<file path="config.mk">
export PLATFORM = sky130hd
export DESIGN_NAME = rr_arb4way16_flat
export DESIGN_NICKNAME = d
export VERILOG_FILES = /design/src/rtl/rr_arb4way16_pkg.sv /design/src/rtl/rr_arb4way16_if.sv /design/src/rtl/rr_arb4way16_mux.sv /design/src/rtl/rr_arb4way16.sv /design/src/flat_wrapper.sv
export SDC_FILE = /design/constraint.sdc
export NUM_CORES = 1
export LEC_CHECK = 0
export CORE_MARGIN = 2
export CORE_UTILIZATION = 25
export DETAILED_ROUTE_END_ITERATION = 6
export GPL_TIMING_DRIVEN = 1
export HOLD_SLACK_MARGIN = 0.02
export SLEW_MARGIN = 15
export SYNTH_ARGS = -nofsm -noshare
export SYNTH_HDL_FRONTEND = slang
export SYNTH_HIERARCHICAL = 1
export SYNTH_SLANG_ARGS = --single-unit
</file>
<file path="constraint.sdc">
create_clock -name clk -period 3.5 [get_ports clk]
set_clock_uncertainty 0.05 [all_clocks]
set_input_delay 0.7 -clock clk [delete_from_list [all_inputs] [get_ports clk]]
set_output_delay 0.7 -clock clk [all_outputs]
set_load 0.03 [all_outputs]
</file>
<file path="src/rtl/rr_arb4way16_pkg.sv">
// Shared types, constants and round-robin helpers for the rr_arb4way16 arbiter.
package rr_arb4way16_pkg;

    typedef enum logic {
        ST_IDLE,
        ST_GRANT
    } arb_state_t;

    localparam int unsigned NREQ  = 4;
    localparam int unsigned SEL_W = 2;

    // First set bit of req scanning ptr, ptr+1, ... wrapping mod NREQ.
    function automatic logic [SEL_W-1:0] rr_pick(input logic [NREQ-1:0] req,
                                                 input logic [SEL_W-1:0] ptr);
        logic [SEL_W-1:0] pick;
        logic [SEL_W-1:0] idx;
        logic             found;
        pick  = ptr;
        found = 1'b0;
        for (int unsigned k = 0; k < NREQ; k++) begin
            idx = ptr + SEL_W'(k);
            if (!found && req[idx]) begin
                pick  = idx;
                found = 1'b1;
            end
        end
        return pick;
    endfunction

    function automatic logic [NREQ-1:0] onehot(input logic [SEL_W-1:0] idx);
        return NREQ'(1) << idx;
    endfunction

endpackage

</file>
<file path="src/rtl/rr_arb4way16_if.sv">
// Request/data/grant bundle between four requesters and the arbiter.
interface rr_arb4way16_if #(
    parameter int unsigned WIDTH = 16
);
    logic [3:0]       req;
    logic [WIDTH-1:0] i0;
    logic [WIDTH-1:0] i1;
    logic [WIDTH-1:0] i2;
    logic [WIDTH-1:0] i3;
    logic [3:0]       gnt;
    logic [1:0]       sel;
    logic [WIDTH-1:0] out;
    logic             out_valid;

    modport master (
        output req, i0, i1, i2, i3,
        input  gnt, sel, out, out_valid
    );

    modport slave (
        input  req, i0, i1, i2, i3,
        output gnt, sel, out, out_valid
    );
endinterface

</file>
<file path="src/rtl/rr_arb4way16_mux.sv">
// Combinational four-way word multiplexer driven by the arbiter's select.
module mux4way16 #(
    parameter int unsigned WIDTH = 16
) (
    input  logic [WIDTH-1:0] i0,
    input  logic [WIDTH-1:0] i1,
    input  logic [WIDTH-1:0] i2,
    input  logic [WIDTH-1:0] i3,
    input  logic [1:0]       sel,
    output logic [WIDTH-1:0] out
);
    always_comb begin
        out = '0;
        case (sel)
            2'd0:    out = i0;
            2'd1:    out = i1;
            2'd2:    out = i2;
            default: out = i3;
        endcase
    end
endmodule

</file>
<file path="src/rtl/rr_arb4way16.sv">
// Round-robin arbiter owning the mux select; registers the granted requester's word.
module rr_arb4way16 #(
    parameter int unsigned WIDTH    = 16,
    parameter int unsigned HOLD_MAX = 4
) (
    input  logic          clk,
    input  logic          rst_n,
    rr_arb4way16_if.slave bus
);
    import rr_arb4way16_pkg::*;

    localparam logic [3:0] HOLD_LIM = 4'(HOLD_MAX);

    arb_state_t       state;
    logic [1:0]       ptr;
    logic [3:0]       cnt;
    logic [WIDTH-1:0] mux_word;

    logic [3:0] others;
    logic [3:0] cnt_inc;
    logic       expired;
    logic       release_now;
    logic [1:0] next_ptr;
    logic [1:0] idle_pick;
    logic [1:0] hand_pick;

    mux4way16 #(.WIDTH(WIDTH)) u_mux (
        .i0  (bus.i0),
        .i1  (bus.i1),
        .i2  (bus.i2),
        .i3  (bus.i3),
        .sel (bus.sel),
        .out (mux_word)
    );

    // Owner drop and hold expiry on the same edge collapse into one release.
    always_comb begin
        others      = bus.req & ~bus.gnt;
        expired     = (32'(cnt) + 32'd1) >= HOLD_MAX;
        cnt_inc     = expired ? HOLD_LIM : cnt + 4'd1;
        release_now = !bus.req[bus.sel] || (expired && (others != '0));
        next_ptr    = bus.sel + 2'd1;
        idle_pick   = rr_pick(bus.req, ptr);
        hand_pick   = rr_pick(others, next_ptr);
    end

    always_ff @(posedge clk or negedge rst_n) begin
        if (!rst_n) begin
            state         <= ST_IDLE;
            ptr           <= '0;
            cnt           <= '0;
            bus.gnt       <= '0;
            bus.sel       <= '0;
            bus.out       <= '0;
            bus.out_valid <= 1'b0;
        end else begin
            case (state)
                ST_IDLE: begin
                    bus.out_valid <= 1'b0;
                    if (bus.req != '0) begin
                        bus.gnt <= onehot(idle_pick);
                        bus.sel <= idle_pick;
                        cnt     <= '0;
                        state   <= ST_GRANT;
                    end
                end
                ST_GRANT: begin
                    bus.out       <= mux_word;
                    bus.out_valid <= 1'b1;
                    cnt           <= cnt_inc;
                    if (release_now) begin
                        ptr <= next_ptr;
                        if (others != '0) begin
                            bus.gnt <= onehot(hand_pick);
                            bus.sel <= hand_pick;
                            cnt     <= '0;
                        end else begin
                            bus.gnt <= '0;
                            state   <= ST_IDLE;
                        end
                    end
                end
                default: state <= ST_IDLE;
            endcase
        end
    end
endmodule

</file>
<file path="src/flat_wrapper.sv">
// flat-port wrapper written by rule: the top's interface ports become plain ports
module rr_arb4way16_flat import rr_arb4way16_pkg::*;
#(
    parameter int unsigned WIDTH    = 16,
    parameter int unsigned HOLD_MAX = 4
)
  (clk, rst_n, bus_req, bus_i0, bus_i1, bus_i2, bus_i3, bus_gnt, bus_sel, bus_out, bus_out_valid);
  rr_arb4way16_if #(.WIDTH(WIDTH)) bus_i ();
  input  logic clk;
  input  logic rst_n;
  input wire logic [$bits(bus_i.req)-1:0] bus_req;
  input wire logic [$bits(bus_i.i0)-1:0] bus_i0;
  input wire logic [$bits(bus_i.i1)-1:0] bus_i1;
  input wire logic [$bits(bus_i.i2)-1:0] bus_i2;
  input wire logic [$bits(bus_i.i3)-1:0] bus_i3;
  output wire logic [$bits(bus_i.gnt)-1:0] bus_gnt;
  output wire logic [$bits(bus_i.sel)-1:0] bus_sel;
  output wire logic [$bits(bus_i.out)-1:0] bus_out;
  output wire logic [$bits(bus_i.out_valid)-1:0] bus_out_valid;
  assign bus_i.req = bus_req;
  assign bus_i.i0 = bus_i0;
  assign bus_i.i1 = bus_i1;
  assign bus_i.i2 = bus_i2;
  assign bus_i.i3 = bus_i3;
  assign bus_gnt = bus_i.gnt;
  assign bus_sel = bus_i.sel;
  assign bus_out = bus_i.out;
  assign bus_out_valid = bus_i.out_valid;
  rr_arb4way16 #(.WIDTH(WIDTH), .HOLD_MAX(HOLD_MAX)) u_core (.clk(clk), .rst_n(rst_n), .bus(bus_i));
endmodule
</file>
==> metrics.txt <==
final setup violation count=0; Critical Path, Cell by Cell=clkdlybuf4s50_1 -> and2b_1 -> nor4_4 -> o21bai_1 -> a31oi_2 -> nor2_1 -> o22ai_1; GRT overflow=0; achievable frequency=394 MHz; detailed router's first-iteration violation count=between 40 and 50; via count of the first global-routing pass=1772; setup repair after global routing missed its margin=false; ratio of final minimum period to clock period=0.725; layout-stage area growth over the synthesis result=55.9%; final hold viol count=0; critical path endpoint category=flip-flop; run status=complete, no violations; final worst path period need=between 2 and 3 ns; Worst-Skew Late Latency=0.28 ns; effective utilization at floorplan=0.257; # placed instances=349; most common cell after layout, fill and taps aside=clkdlybuf4s50_1; slew of the pin with the lowest slew margin=around 0.55 ns; data required time at the worst endpoint=3.59 ns; Die Outline Area=8640 µm²; worst-case setup margin in the final layout=0.963 ns; pin count of the biggest net entering global routing=31; post-layout net count=326; pins over their slew limit=0; total leakage power=around 1.2 nW; final setup TNS=0 ns; Final Instance Count excl. Fillers=between 300 and 400; # resized after CTS=0; number of buffers on the longest clock path=2; Floorplan Core Area=7690 µm²; ANT nets after route=0; global-route wire length before repair=about 8.2 mm; Cells after Synth=159; average wire per cell in the routed design=13.7 µm; worst-case vdd ir drop=0.254 mV; count of hold-fix buffers inserted at cts=0; antenna violations before repair=0; cts bufs inserted=5; Die H=93.0 µm; relative max-transition margin=0.626; I/O pins=93; Max Fanout on Critical Path=8; count of state elements after synthesis=30; Net Count, Synth=231; Hold WS=about 0.46 ns; Antenna Diode Count=0; GRT Overall Usage=0.120; sum of buffers and inverters on the critical path=1; Die Width=93.0 µm; CP Launch Type=primary input; count of max-cap constraint violations=0; fraction of layout instances using a drive strength above 1=0.188; Yosys top cell by area=dfrtp_1; dpl ws=between 0.6 and 0.7 ns; multi-input combinational cell area=roughly 1100 µm²; fill cell total of the finished layout=roughly 760; startpoint-to-endpoint class of the critical path=primary input to flip-flop; Vias=1718; utilization of the core after routing=0.401; commonest cells after routing, fill and taps aside=92 x clkdlybuf4s50_1, 30 x dfrtp_1, 19 x mux2_2; count of H-tree levels built during CTS=2; slowest library cell on the worst path=clkdlybuf4s50_1; Port Buffers=92; count of cell types in the netlist=44; drt via density=4.81; number of remaining DRC errors=0; Yosys Warn Count=6; post-synthesis sequential area ratio=0.380; clock transition at the register clock pins on the worst setup and hold paths after CTS=about 0.060 ns; Pwr per Cell Area=823 nW/µm²; Post-Syn Area=1980 µm²; FF/Latch Area=about 750 µm²; CTS Sinks=30; Detailed Routing Iterations Pass 1=4; Data arrival, critical path=~2.6 ns; maximum single-stage delay on the critical path=0.54 ns; count of buffers added by post-CTS timing repair for setup=0; fraction of synthesized cell area taken by the top area cell type=0.380; TritonCTS clock tree=done; library cell used as clock root buffer=clkbuf_8; final estimated routing congestion in global placement=0.799; Hold Crit Class=flip-flop to flip-flop; mean instance size in the synthesized netlist=12.4 µm²; total detailed-routing wirelength=4.89 mm; Detail Placement HPWL=3.76 mm; std cell rows=32; CP delay by family, top=simple AND/OR/NAND/NOR gates; cell types occupying the most area after synthesis=dfrtp_1 38%, mux4_2 13%, mux2_2 11%, mux4_1 8.0%, nand2_1 1.9%
[sequential cells by signal, indices dropped and copies added, names as in the netlist]
register              count
u_core/ptr                2
u_core/cnt                4
u_core/bus.out           16
u_core/bus.sel            2
u_core/state              1
u_core/bus.gnt            4
u_core/bus.out_valid      1
[report_power, final]
group | internal (mW) | switching [mW] | leakage (nW)
Combinational | 0.815 | 0.780 | 0.802
Sequential | 0.517 | 0.140 | 0.355
Clock | 0.158 | 0.128 | 0.0482
[worst reg2reg max path, cell delays in order, from the launching register on]
cell     delay, ns
dfrtp_1       0.58
mux4_2        0.65
a21o_1        0.20
a21oi_2       0.16
mux2_2        0.34
[per-layer routing]
layer,track usage,vias to the layer above,part of all wire
li1,-,801,-
met1,0.138,828,0.41
met2,0.205,82,0.49
met3,0.0439,7,0.090
met4,0.0392,0,0.016
met5,0,-,0
[final timing paths]
check | to | slack [ns] | from | cells after the start
max | u_core/bus.gnt[3]$_DFFE_PN0P_ | 0.96 | bus_req[2] | 7
min reg2reg | u_core/bus.out[7]$_DFFE_PN0P_ | 0.46 | u_core/bus.out[7]$_DFFE_PN0P_ | 1
max reg2reg | u_core/bus.sel[1]$_DFFE_PN0P_ | 1.40 | u_core/bus.sel[1]$_DFFE_PN0P_ | 4
max in group asynchronous | u_core/bus.sel[1]$_DFFE_PN0P_ | 2.34 | rst_n | 2
min | u_core/bus.out[7]$_DFFE_PN0P_ | 0.46 | u_core/bus.out[7]$_DFFE_PN0P_ | 1
min in group asynchronous | u_core/bus.out_valid$_DFF_PN0_ | 0.76 | rst_n | 2
[final cells by class]
cell class,instances,share of cell area
multi-input cells,116,0.371
repair buffers,96,0.308
flip-flops and latches,30,0.243
well taps,102,0.0414
clock buffers,7,0.0280
inverters,5,0.00609
clock inverters,1,0.00162
[synth_stat cells (all sizes together)]
| cell type | n |
|---|---|
| a21boi | 2 |
| a21o | 1 |
| a21oi | 8 |
| a221oi | 1 |
| a2bb2oi | 1 |
| a31o | 1 |
| a31oi | 3 |
| and2 | 2 |
| and2b | 3 |
| buf | 7 |
| clkbuf | 1 |
| dfrtp | 30 |
| ha | 2 |
| inv | 5 |
| mux2 | 19 |
| mux2i | 1 |
| mux4 | 17 |
| nand2 | 10 |
| nand2b | 4 |
| nand3 | 2 |
| nand4b | 1 |
| nor2 | 9 |
| nor2b | 5 |
| nor3b | 1 |
| nor4 | 1 |
| o211a | 1 |
| o211ai | 3 |
| o21a | 1 |
| o21ai | 6 |
| o21bai | 1 |
| o221ai | 1 |
| o22a | 1 |
| o22ai | 5 |
| o311ai | 1 |
| or4 | 1 |
| xor2 | 1 |
[per-stage QoR]
step / instance area, µm² / total power [mW]
after floorplan: 1980 / 1.78
after global placement: 2990 / 2.27
after detailed placement: 2990 / 2.28
after CTS: 3080 / 2.59
after global routing: 3080 / 2.72
final: 3080 / 2.54
[kinds of logic after synthesis]
family,synth area share
DFF,0.380
buffers and inverters,0.0417
xor gates and xnor gates,0.00443
and+or+nand+nor,0.113
AOI/OAI and AO/OA,0.131
adders and majority gates,0.0126
muxes,0.318
(Power assumes the default switching activity.)
